--- src/rtl/id_pkg.sv ---
// id_pkg: opcode constants, ALU op encoding, ID/EX payload type and immediate helpers
package id_pkg;
  localparam logic [6:0] OPC_OPIMM = 7'b0010011;
  localparam logic [6:0] OPC_OP    = 7'b0110011;
  localparam logic [6:0] OPC_LUI   = 7'b0110111;
  localparam logic [6:0] OPC_AUIPC = 7'b0010111;
  typedef enum logic [3:0] {
    ALU_ADD = 4'd0,
    ALU_SUB,
    ALU_SLL,
    ALU_SLT,
    ALU_SLTU,
    ALU_XOR,
    ALU_SRL,
    ALU_SRA,
    ALU_OR,
    ALU_AND
  } alu_op_t;
  typedef struct packed {
    logic [31:0] inst;
    logic [31:0] pc;
    logic [31:0] op1;
    logic [31:0] op2;
    alu_op_t     alu;
    logic [4:0]  rd;
    logic        wen;
    logic        ill;
  } id_ex_t;
  function automatic logic [31:0] imm_i(input logic [11:0] imm);
    return {{20{imm[11]}}, imm};
  endfunction
  function automatic logic [31:0] imm_u(input logic [19:0] imm);
    return {imm, 12'b0};
  endfunction
  function automatic alu_op_t alu_dec(input logic [2:0] f3, input logic alt);
    case (f3)
      3'b000:  return alt ? ALU_SUB : ALU_ADD;
      3'b001:  return ALU_SLL;
      3'b010:  return ALU_SLT;
      3'b011:  return ALU_SLTU;
      3'b100:  return ALU_XOR;
      3'b101:  return alt ? ALU_SRA : ALU_SRL;
      3'b110:  return ALU_OR;
      default: return ALU_AND;
    endcase
  endfunction
endpackage

--- src/rtl/id_fwd_mux.sv ---
// id_fwd_mux: resolves one source operand from x0, EX result, WB write or regfile data
module id_fwd_mux #(
  parameter int XLEN   = 32,
  parameter int RA_W   = 5,
  parameter int FWD_EN = 1
) (
  input  logic [RA_W-1:0] addr_i,
  input  logic [XLEN-1:0] rf_data_i,
  input  logic            ex_wen_i,
  input  logic [RA_W-1:0] ex_rd_i,
  input  logic [XLEN-1:0] ex_data_i,
  input  logic            wb_wen_i,
  input  logic [RA_W-1:0] wb_rd_i,
  input  logic [XLEN-1:0] wb_data_i,
  output logic [XLEN-1:0] data_o
);
  assign data_o = FWD_EN == 0 ? rf_data_i :
                  addr_i == '0 ? '0 :
                  ex_wen_i && ex_rd_i == addr_i ? ex_data_i :
                  wb_wen_i && wb_rd_i == addr_i ? wb_data_i : rf_data_i;
endmodule

--- src/rtl/id_pipe_stage.sv ---
// id_pipe_stage: registered RV32I decode stage (OP-IMM/OP/LUI/AUIPC) with forwarding and ID/EX handshake
module id_pipe_stage #(
  parameter int XLEN   = 32,
  parameter int RA_W   = 5,
  parameter int FWD_EN = 1,
  parameter int CNT_W  = 32
) (
  input  logic             clk,
  input  logic             rst,
  input  logic             in_valid_i,
  output logic             in_ready_o,
  input  logic [31:0]      inst_i,
  input  logic [XLEN-1:0]  inst_addr_i,
  output logic [RA_W-1:0]  rs1_addr_o,
  output logic [RA_W-1:0]  rs2_addr_o,
  input  logic [XLEN-1:0]  rs1_data_i,
  input  logic [XLEN-1:0]  rs2_data_i,
  input  logic             ex_wen_i,
  input  logic [RA_W-1:0]  ex_rd_i,
  input  logic [XLEN-1:0]  ex_data_i,
  input  logic             wb_wen_i,
  input  logic [RA_W-1:0]  wb_rd_i,
  input  logic [XLEN-1:0]  wb_data_i,
  input  logic             flush_i,
  output logic             out_valid_o,
  input  logic             out_ready_i,
  output logic [31:0]      inst_o,
  output logic [XLEN-1:0]  inst_addr_o,
  output logic [XLEN-1:0]  op1_o,
  output logic [XLEN-1:0]  op2_o,
  output logic [3:0]       alu_op_o,
  output logic [RA_W-1:0]  rd_addr_o,
  output logic             reg_wen_o,
  output logic             illegal_o,
  output logic [CNT_W-1:0] dec_cnt_o
);
  import id_pkg::*;
  logic [6:0] opc, f7;
  logic [2:0] f3;
  logic is_opimm, is_op, is_lui, is_auipc, is_shift, legal, alt, load;
  logic [XLEN-1:0] rs1_val, rs2_val;
  id_ex_t pl_d, pl_q;
  logic valid_d, valid_q;
  logic [CNT_W-1:0] cnt_d, cnt_q;
  assign opc = inst_i[6:0];
  assign f3 = inst_i[14:12];
  assign f7 = inst_i[31:25];
  assign is_opimm = opc == OPC_OPIMM;
  assign is_op = opc == OPC_OP;
  assign is_lui = opc == OPC_LUI;
  assign is_auipc = opc == OPC_AUIPC;
  assign is_shift = f3 == 3'b001 || f3 == 3'b101;
  assign legal = is_opimm ? (f3 == 3'b001 ? f7 == 7'h00 :
                             f3 == 3'b101 ? (f7 == 7'h00 || f7 == 7'h20) : 1'b1) :
                 is_op ? (f7 == 7'h00 || (f7 == 7'h20 && (f3 == 3'b000 || f3 == 3'b101))) :
                 is_lui || is_auipc;
  assign alt = f7[5] && (is_op || f3 == 3'b101);
  assign rs1_addr_o = is_lui ? '0 : inst_i[19:15];
  assign rs2_addr_o = is_op ? inst_i[24:20] : '0;
  id_fwd_mux #(.XLEN(XLEN), .RA_W(RA_W), .FWD_EN(FWD_EN)) u_fwd_rs1 (
    .addr_i(rs1_addr_o), .rf_data_i(rs1_data_i),
    .ex_wen_i(ex_wen_i), .ex_rd_i(ex_rd_i), .ex_data_i(ex_data_i),
    .wb_wen_i(wb_wen_i), .wb_rd_i(wb_rd_i), .wb_data_i(wb_data_i),
    .data_o(rs1_val)
  );
  id_fwd_mux #(.XLEN(XLEN), .RA_W(RA_W), .FWD_EN(FWD_EN)) u_fwd_rs2 (
    .addr_i(rs2_addr_o), .rf_data_i(rs2_data_i),
    .ex_wen_i(ex_wen_i), .ex_rd_i(ex_rd_i), .ex_data_i(ex_data_i),
    .wb_wen_i(wb_wen_i), .wb_rd_i(wb_rd_i), .wb_data_i(wb_data_i),
    .data_o(rs2_val)
  );
  assign in_ready_o = !valid_q || out_ready_i;
  assign load = in_valid_i && in_ready_o && !flush_i;
  always_comb begin
    pl_d = pl_q;
    if (load) begin
      pl_d = '0;
      pl_d.inst = inst_i;
      pl_d.pc = inst_addr_i;
      pl_d.ill = !legal;
      pl_d.wen = legal && inst_i[11:7] != 5'd0;
      pl_d.rd = legal ? inst_i[11:7] : 5'd0;
      pl_d.alu = legal && (is_opimm || is_op) ? alu_dec(f3, alt) : ALU_ADD;
      pl_d.op1 = !legal || is_lui ? '0 : is_auipc ? inst_addr_i : rs1_val;
      pl_d.op2 = !legal ? '0 :
                 is_op ? rs2_val :
                 is_lui || is_auipc ? imm_u(inst_i[31:12]) :
                 is_shift ? {27'b0, inst_i[24:20]} : imm_i(inst_i[31:20]);
    end
    valid_d = flush_i ? 1'b0 : load ? 1'b1 : valid_q && !out_ready_i;
    cnt_d = cnt_q + CNT_W'(valid_q && out_ready_i && !flush_i);
  end
  always_ff @(posedge clk or posedge rst) begin
    if (rst) begin
      valid_q <= 1'b0;
      pl_q <= '0;
      cnt_q <= '0;
    end else begin
      valid_q <= valid_d;
      pl_q <= pl_d;
      cnt_q <= cnt_d;
    end
  end
  assign out_valid_o = valid_q;
  assign inst_o = pl_q.inst;
  assign inst_addr_o = pl_q.pc;
  assign op1_o = pl_q.op1;
  assign op2_o = pl_q.op2;
  assign alu_op_o = pl_q.alu;
  assign rd_addr_o = pl_q.rd;
  assign reg_wen_o = pl_q.wen;
  assign illegal_o = pl_q.ill;
  assign dec_cnt_o = cnt_q;
endmodule

--- config.mk ---
export PLATFORM = sky130hd
export DESIGN_NAME = id_pipe_stage
export DESIGN_NICKNAME = d
export VERILOG_FILES = /design/src/rtl/id_pkg.sv /design/src/rtl/id_fwd_mux.sv /design/src/rtl/id_pipe_stage.sv
export SDC_FILE = /design/constraint.sdc
export NUM_CORES = 1
export LEC_CHECK = 0
export BUFFER_PORTS_ARGS = -buffer_cell sky130_fd_sc_hd__buf_2
export CAP_MARGIN = 20
export CORE_MARGIN = 4
export CORE_UTILIZATION = 50
export CTS_CLUSTER_SIZE = 16
export DETAILED_ROUTE_END_ITERATION = 10
export PLACE_DENSITY = 0.82
export SYNTH_ARGS = -nofsm -noshare
export SYNTH_HDL_FRONTEND = slang
export SYNTH_HIERARCHICAL = 1
export SYNTH_SLANG_ARGS = --single-unit
export TNS_END_PERCENT = 50
--- constraint.sdc ---
create_clock -name clk -period 8 [get_ports clk]
set_clock_uncertainty 0.15 [all_clocks]
set_input_delay 1.6 -clock clk [delete_from_list [all_inputs] [get_ports clk]]
set_output_delay 1.6 -clock clk [all_outputs]
set_load 0.005 [all_outputs]
==> results.tsv, run 1 <==
metric	value	unit
status	completed	
dr_total_vias	11130	
synth_area	10500	um2
ys_warn_count	6	
r2r_setup_slack	5.45	ns
path_max_fanout	33	
crit_family	simple AND/OR/NAND/NOR gates	
track_usage	34.26	%
dp.cells	1776	
cp.arrival	5.94	ns
max-clock-path-buffers	2	
cts_buffers	17	
gr-total-overflow	0	
area_growth	25.16	%
insertion_delay	0.43	ns
post-synth-top-area-cell	dfrtp_1	
ys_seq_area_share	41.01	%
hold_end	op2_o[27]	
io_buffers	391	
finalHoldViolations	0	
setup_ws	2.230	ns
fin_hold_ws	0.3210	ns
synthArstFlopShare	100.0	%
synth.distinct_cells	53	
synth_top_area_share	41.01	%
initial_utilization	51.38	%
r2r-end	op2_o[9]	
finalCriticalPeriod	5.770	ns
ios	392	
drc	0	
power.total	2232	uW
setup_tns	0	ns
grt_pass1_vias	10660	
hp-class	flip-flop to flip-flop	
max-cap-violations	0	
place_ws	1.531	ns
worstPathCellList	buf_2, and2_2, and3_1, nor2b_1, xnor2_1, nand4_1, or2_1, a311oi_1, mux2i_1, o41ai_1	
cp_slowest_cell	and2_2	
crit_type	primary input to flip-flop	
row_count	52	
cts_tree	yes	
clkSinkCount	172	
synth_cells	1219	
start_kind	primary input	
ant_nets	0	
syn_nets	1430	
finalWeightedCongestion	0.9630	
grt_max_degree	193	
drt-vias-per-instance	6.125	
reg2reg_from	out_valid_o	
layout.cells.non_filler	1817	
coreArea	20430	um2
final_layout_size_suffix_gt1_share	31.43	%
setup-violations-final	0	
drt_iter0_drc	1410	
layout.cells.most_common	buf_2	
worstHoldStart	op2_o[27]	
clk_pin_slew	0.08	ns
synth.avg_cell_area	8.611	um2
final_cell_mix	buf_2 (391), nand2_1 (283), dfrtp_1 (172)	
required	8.17	ns
synth-edff-count	0	
slew_headroom	31.78	%
post-cts-setup-buffers	0	
critPathBufInv	1	
slowest_delay	0.89	ns
dpl.hpwl	30.52	mm
nNetsFinal	1738	
wl_per_cell	23.11	um
drv_slew	0	
firstDrtPassIters	7	
die_x	152.9	um
fin_crit_sh	72.13	%
cts_root_buffer	clkbuf_16	
rsz0062_at_grt	false	
rr_worst_depth	5	
critPathLaunch	inst_i[2]	
crit_cells	10	
drt-total-wl	41.99	mm
cts_htree_levels	4	
ys_seq_elements	172	
antenna_found_initial	7	
design.die.area	23380	um2
worst_pin_slew	1.021	ns
power_density	169.9	nW/um2
critPathCaptureType	flip-flop	
ys.flop_type	dfrtp_1	
cts_resized	0	
synthTopCellsByArea	dfrtp_1 (41%), nand2_1 (10%), o21ai_0 (3.7%)	
cts_hold_buf	0	
peakVddDrop	0.0001512	V
p_leak	0.006359	uW
die_h	152.9	um
fmax	173.3	MHz
whs_path_depth	2	
grt_pass1_wl	63.65	mm
==> synthesized netlist by cell type, types with 7 or more instances <==
| master | count |
|---|---|
| and3_1 | 9 |
| o31ai_1 | 14 |
| xnor2_1 | 39 |
| a311oi_2 | 20 |
| clkbuf_1 | 85 |
| nand3_1 | 54 |
| nand4_1 | 42 |
| o21ai_0 | 77 |
| dfrtp_1 | 172 |
| nor2b_1 | 9 |
| a21oi_1 | 20 |
| a22oi_1 | 7 |
| o41ai_1 | 40 |
| a211oi_1 | 36 |
| a311oi_1 | 9 |
| o22a_1 | 38 |
| nor3_1 | 73 |
| o41ai_2 | 10 |
| nand2b_1 | 38 |
| nor2_1 | 15 |
| buf_2 | 24 |
| xor2_1 | 10 |
| nand2_1 | 285 |
| mux2i_1 | 32 |
==> worst max-delay path by stage <==
| stage | end | slack, ns |
|---|---|---|
| 2_1_floorplan | alu_op_o[0] | 1.59 |
| 3_3_place_gp | op1_o[6] | 1.69 |
| 3_5_place_dp | op1_o[12] | 1.53 |
| 4_1_cts | op1_o[12] | 2.00 |
| 5_1_grt | op1_o[29] | 1.89 |
| 6_report | op1_o[29] | 2.23 |
==> power by group <==
group | total [uW] | switching [uW] | internal (uW)
sequential | 968 | 38.6 | 930
clock | 852 | 430 | 422
combinational | 412 | 255 | 157
==> routing by layer <==
metal  global-route usage, %  part of all wire, %  vias up
li1                        -                    -     5048
met1                   45.68                   39     5255
met2                   55.49                   47      723
met3                   7.860                   11      102
met4                   11.67                  3.4        2
met5                       0                0.031        -
==> cell families after synthesis <==
logic type / after synthesis / synth area share, %
simple gates: 551 / 24.53
compound gates: 285 / 21.66
flops: 172 / 41.01
buf+inv: 125 / 5.007
xor+xnor: 51 / 4.399
mux: 33 / 3.159
fa+ha+maj: 2 / 0.2384
==> worst register-to-register path, stage by stage (launching register included) <==
cell and delay [ns]:
dfrtp_1 0.39, nor2b_1 0.16, nor3b_2 0.15, buf_4 0.59, nand3_1 0.61, o31ai_1 0.40
==> sequential cells by signal, indices dropped and copies added (netlist names) <==
register     flops
dec_cnt_o       32
inst_addr_o     32
inst_o          32
op1_o           32
op2_o           32
rd_addr_o        5
alu_op_o         4
illegal_o        1
out_valid_o      1
reg_wen_o        1
==> area by class of cell <==
type / instances / area, um2
inverter: 6 / 27.53
clock inverter: 15 / 172.7
multi-input combinational: 922 / 5715
sequential: 172 / 4304
antenna: 7 / 17.52
tap: 270 / 337.8
fill: 1773 / 7292
timing repair buffer: 408 / 2137
clock buffer: 17 / 425.4
==> per-stage QoR <==
| stage | cell area (um2) | utilization [%] |
|---|---|---|
| 2_1_floorplan | 10500 | - |
| 6_report | 13140 | 64.31 |
| 4_1_cts | 13070 | 63.95 |
| 5_1_grt | 13140 | 64.29 |
| 3_3_place_gp | 12470 | 61.02 |
| 3_5_place_dp | 12470 | 61.02 |
(Power assumes the default switching activity.)
==> inputs of run 2 (changes only) <==
- CORE_UTILIZATION: 50 -> 46
- PLACE_DENSITY: 0.82 -> 0.79
- clock period: 8 -> 5 ns (I/O delays scaled with it)
==> run 2 against run 1 <==
Net effect:
- highest routed layer unchanged
- worst setup slack worse by 1.4 ns
- largest power group unchanged
- final area up 0.93%
- power up 64%
- count of clock-buffer cells in the layout unchanged
- global-route usage down 2.4 points
- first-iteration DRC count down 7.3%
- clock power up 68%
- combinational power up 63%
- routed wire length up 0.24%
- flip-flop and latch count unchanged
- worst hold slack about the same
==> results.tsv, run 2 (synthesized netlist as in run 1, its figures left out) <==
metric	value	unit
highest_layer	met5	
r2r_setup_slack	2.39	ns
dpl.hpwl	31.32	mm
setup_ws	0.7983	ns
finalWeightedCongestion	0.9490	
die_h	159.1	um
setup_tns	0	ns
place_ws	0.4610	ns
cts_resized	0	
rsz0062_at_grt	false	
nNetsFinal	1749	
finalHoldViolations	0	
wl_met3	4.146	mm
crit_cells	12	
hp-class	flip-flop to flip-flop	
area_growth	26.33	%
switchingPower	1183	uW
p_clk_share	39.2	%
layout.cells.most_common	buf_2	
status	completed	
row_count	55	
rr_worst_depth	5	
drt-vias-per-instance	6.058	
p_leak	0.006417	uW
final_cell_mix	buf_2 (391), nand2_1 (283), dfrtp_1 (172)	
post-cts-setup-buffers	0	
setup-violations-final	0	
initial_utilization	46.50	%
cp_slowest_cell	nor4bb_1	
critPathBufInv	3	
fmax	238.0	MHz
whs_path_depth	2	
path_max_fanout	17	
cts_root_buffer	clkbuf_16	
multiInputGateArea	5715	um2
worstPathCellList	buf_2, nor4bb_1, and3_1, xnor2_4, nand2_1, buf_4, o21ai_0, a211oi_1, inv_1, a41oi_1, o221ai_1, o21ai_0	
crit_family	simple AND/OR/NAND/NOR gates	
cp_common_cell	o21ai_0	
dr_total_vias	11180	
max-cap-violations	0	
cts_hold_buf	0	
drt-total-wl	42.09	mm
drt_iter0_drc	1307	
fin_crit_sh	84.03	%
start_kind	primary input	
cts_htree_levels	4	
ant_nets	0	
worst_pin_slew	1.013	ns
max-clock-path-buffers	2	
finalCriticalPeriod	4.202	ns
hold_end	inst_o[15]	
drt-met1-wl	17.27	mm
insertion_delay	0.44	ns
power.total	3654	uW
intPower	2471	uW
layout.cells.non_filler	1845	
nFillCells	2086	
regArea	4304	um2
slowest_delay	0.78	ns
p_seq_share	42.4	%
ios	392	
switching_share	32.37	%
track_usage	31.89	%
combinationalPowerShare	18.3	%
io_buffers	391	
firstDrtPassIters	6	
cts_tree	yes	
peakVddDrop	0.0002135	V
required	5.20	ns
drc	0	
wl_per_cell	22.81	um
grt_max_degree	173	
route.met2.wl	19.12	mm
grt_pass1_wl	63.90	mm
cts_buffers	17	
coreArea	22570	um2
die_x	159.1	um
worstHoldStart	inst_o[15]	
drv_slew	0	
final_layout_size_suffix_gt1_share	31.91	%
clkSinkCount	172	
cp.arrival	4.41	ns
slew_headroom	32.30	%
grt_pass1_vias	10830	
reg2reg_from	out_valid_o	
power_density	275.5	nW/um2
crit_type	primary input to flip-flop	
critPathCaptureType	flip-flop	
design.die.area	25300	um2
dp.cells	1804	
fin_hold_ws	0.3212	ns
r2r-end	op1_o[19]	
antenna_found_initial	12	
gr-total-overflow	0	
clk_pin_slew	0.07	ns
==> run 2: layout make-up <==
type                    count  share of cell area [%]
multi-input cells         922                   43.10
flip-flops and latches    172                   32.46
repair buffers            419                   16.72
clock buffers              17                   3.208
well taps                 285                   2.689
clock inverters            15                   1.453
inverters                   6                  0.1982
diodes                      9                  0.1698
==> run 2: metrics by stage <==
stage	cell area (um2)	utilization, %
2_1_floorplan	10500	-
5_1_grt	13260	58.74
3_5_place_dp	12620	55.91
3_3_place_gp	12620	55.91
6_report	13260	58.75
4_1_cts	13240	58.65
==> run 2: worst max-delay path by stage <==
stage                     startpoint        end  slack (ns)
after floorplan            inst_i[2]  op2_o[12]        1.26
after global placement     inst_i[5]  op2_o[13]        0.70
after detailed placement   inst_i[5]  op2_o[29]        0.46
after CTS                  inst_i[5]  op2_o[29]        0.90
after global routing       inst_i[5]  op2_o[29]        0.51
final                      inst_i[5]  op2_o[13]        0.80
==> run 2: power groups by stage <==
stage,clock network [uW],registers [uW],logic [uW]
2_1_floorplan,0,1580,319
5_1_grt,1500,1560,733
6_report,1430,1550,670
4_1_cts,1450,1550,666
3_3_place_gp,0,1570,653
3_5_place_dp,0,1580,663
==> run 2: layer usage <==
| layer | vias up | GRT usage, % |
|---|---|---|
| met5 | - | 0 |
| met4 | 6 | 12.43 |
| met3 | 111 | 7.973 |
| met2 | 681 | 49.86 |
| met1 | 5302 | 42.92 |
| li1 | 5077 | - |
==> run 2: worst register-to-register path: cells and delay by family, from the launching register on <==
kind            cells  cell delay, ns
compound gates      1            0.53
buf+inv             2            0.59
flops               1            0.39
simple gates        2            0.84
==> inputs of run 3 (changes only) <==
- CORE_UTILIZATION: 46 -> 50
- PLACE_DENSITY: 0.79 -> 0.82
- clock period: 5 -> 4.2 ns (I/O delays scaled with it)
==> run 3 against run 2 <==
Net effect:
- via count rose by 1.5%
- flip-flop and latch count did not move
- final cell count fell by 0.27%
- power rose by 15%
- register-to-register slack got worse by 0.46 ns
- count of clock-buffer cells in the layout did not move
==> results.tsv, run 3 (synthesized netlist as in run 1, its figures left out) <==
metric	value	unit
power_density	315.6	nW/um2
setup-violations-final	0	
rsz0062_at_grt	false	
p_leak	0.006464	uW
coreArea	20430	um2
final_layout_size_suffix_gt1_share	32.35	%
grt_pass1_wl	64.40	mm
max-cap-violations	0	
finalWeightedCongestion	0.9798	
status	completed	
drt-total-wl	42.40	mm
hp-class	primary input to async pin	
required	4.40	ns
slew_headroom	35.07	%
grt_max_degree	87	
start_kind	primary input	
fin_hold_ws	0.1672	ns
finalHoldViolations	0	
cp_common_cell	buf_4	
path_max_fanout	50	
slowest_delay	0.37	ns
reg2reg_from	out_valid_o	
die_h	152.9	um
gr-total-overflow	0	
max-clock-path-buffers	2	
finalInstanceArea	13340	um2
grt_pass1_vias	10780	
r2r_setup_slack	1.93	ns
firstDrtPassIters	6	
cts_tree	yes	
rr_worst_depth	8	
drt_iter0_drc	1335	
setup_tns	0	ns
cp.arrival	3.80	ns
drc	0	
fmax	278.1	MHz
worst_pin_slew	0.9716	ns
area_growth	27.06	%
design.die.area	23380	um2
postLayoutCoreUtil	65.28	%
critPathCaptureType	flip-flop	
dpl.hpwl	31.82	mm
antenna_found_initial	15	
clk_pin_slew	0.07	ns
nNetsFinal	1760	
place_ws	0.2836	ns
post-cts-setup-buffers	0	
initial_utilization	51.38	%
ios	392	
wl_per_cell	23.05	um
fin_crit_sh	85.63	%
ant_nets	0	
worstPathCellList	buf_2, nor4bb_1, buf_4, and3_1, xnor2_1, nand4_1, buf_4, o22a_1, a211oi_1, inv_1, a41oi_1, o221ai_1, o21ai_0	
drt-vias-per-instance	6.166	
cts_root_buffer	clkbuf_16	
cts_htree_levels	4	
cts_hold_buf	0	
insertion_delay	0.43	ns
die_x	152.9	um
nFillCells	1790	
r2r-end	dec_cnt_o[30]	
final_cell_mix	buf_2 (391), nand2_1 (283), dfrtp_1 (172)	
peakVddDrop	0.0002613	V
layout.cells.most_common	buf_2	
drv_slew	0	
track_usage	34.78	%
cp_slowest_cell	nor4bb_1	
finalCriticalPeriod	3.596	ns
setup_ws	0.6037	ns
cts_resized	0	
postPlaceCellArea	12730	um2
clkSinkCount	172	
crit_type	primary input to flip-flop	
row_count	52	
dr_total_vias	11350	
cts_buffers	17	
io_buffers	391	
## run 3: worst max-delay path by stage
| stage | start | endpoint | slack, ns |
|---|---|---|---|
| floorplan | inst_i[2] | op2_o[12] | 0.62 |
| global placement | inst_i[4] | op1_o[29] | 0.40 |
| detailed placement | inst_i[4] | op1_o[29] | 0.28 |
| CTS | inst_i[2] | op2_o[13] | 0.68 |
| global route | inst_i[2] | op2_o[13] | 0.41 |
| finish | inst_i[2] | op2_o[13] | 0.60 |
## run 3: where the power goes
part	internal, uW	switching (uW)	total, uW
sequential	1770	74.0	1850
clock	781	766	1550
combinational	317	499	816
total	2870	1340	4210
## run 3: layer usage
metal / GRT usage (%) / vias up / part of all wire [%]
met3: 9.641 / 115 / 11
li1: - / 5103 / -
met2: 53.83 / 744 / 46
met5: 0 / - / 0.20
met4: 12.47 / 14 / 3.8
met1: 47.18 / 5370 / 39
## run 3: worst max-delay path, delay by kind of cell
family / cells / cell delay [ns]
AO/OA/AOI/OAI: 5 / 1.13
XOR/XNOR: 1 / 0.18
buffers and inverters: 4 / 0.76
AND/OR/NAND/NOR: 3 / 0.88
## run 3: final cells by class
cell class	count	area (um2)	area share [%]
Antenna cell	9	22.52	0.1689
Clock buffer	17	425.4	3.190
Clock inverter	14	135.1	1.013
Inverter	6	26.28	0.1970
Multi-Input combinational cell	922	5715	42.86
Sequential cell	172	4304	32.27
Tap cell	270	337.8	2.533
Timing Repair Buffer	430	2370	17.77
## run 3: per-stage QoR
stage | power (uW) | std cells
after detailed placement | 2681 | 1799
after global placement | 2663 | 1799
after CTS | 4208 | 1830
after floorplan | 2262 | 1219
after global routing | 4391 | 1839
final | 4208 | 1840
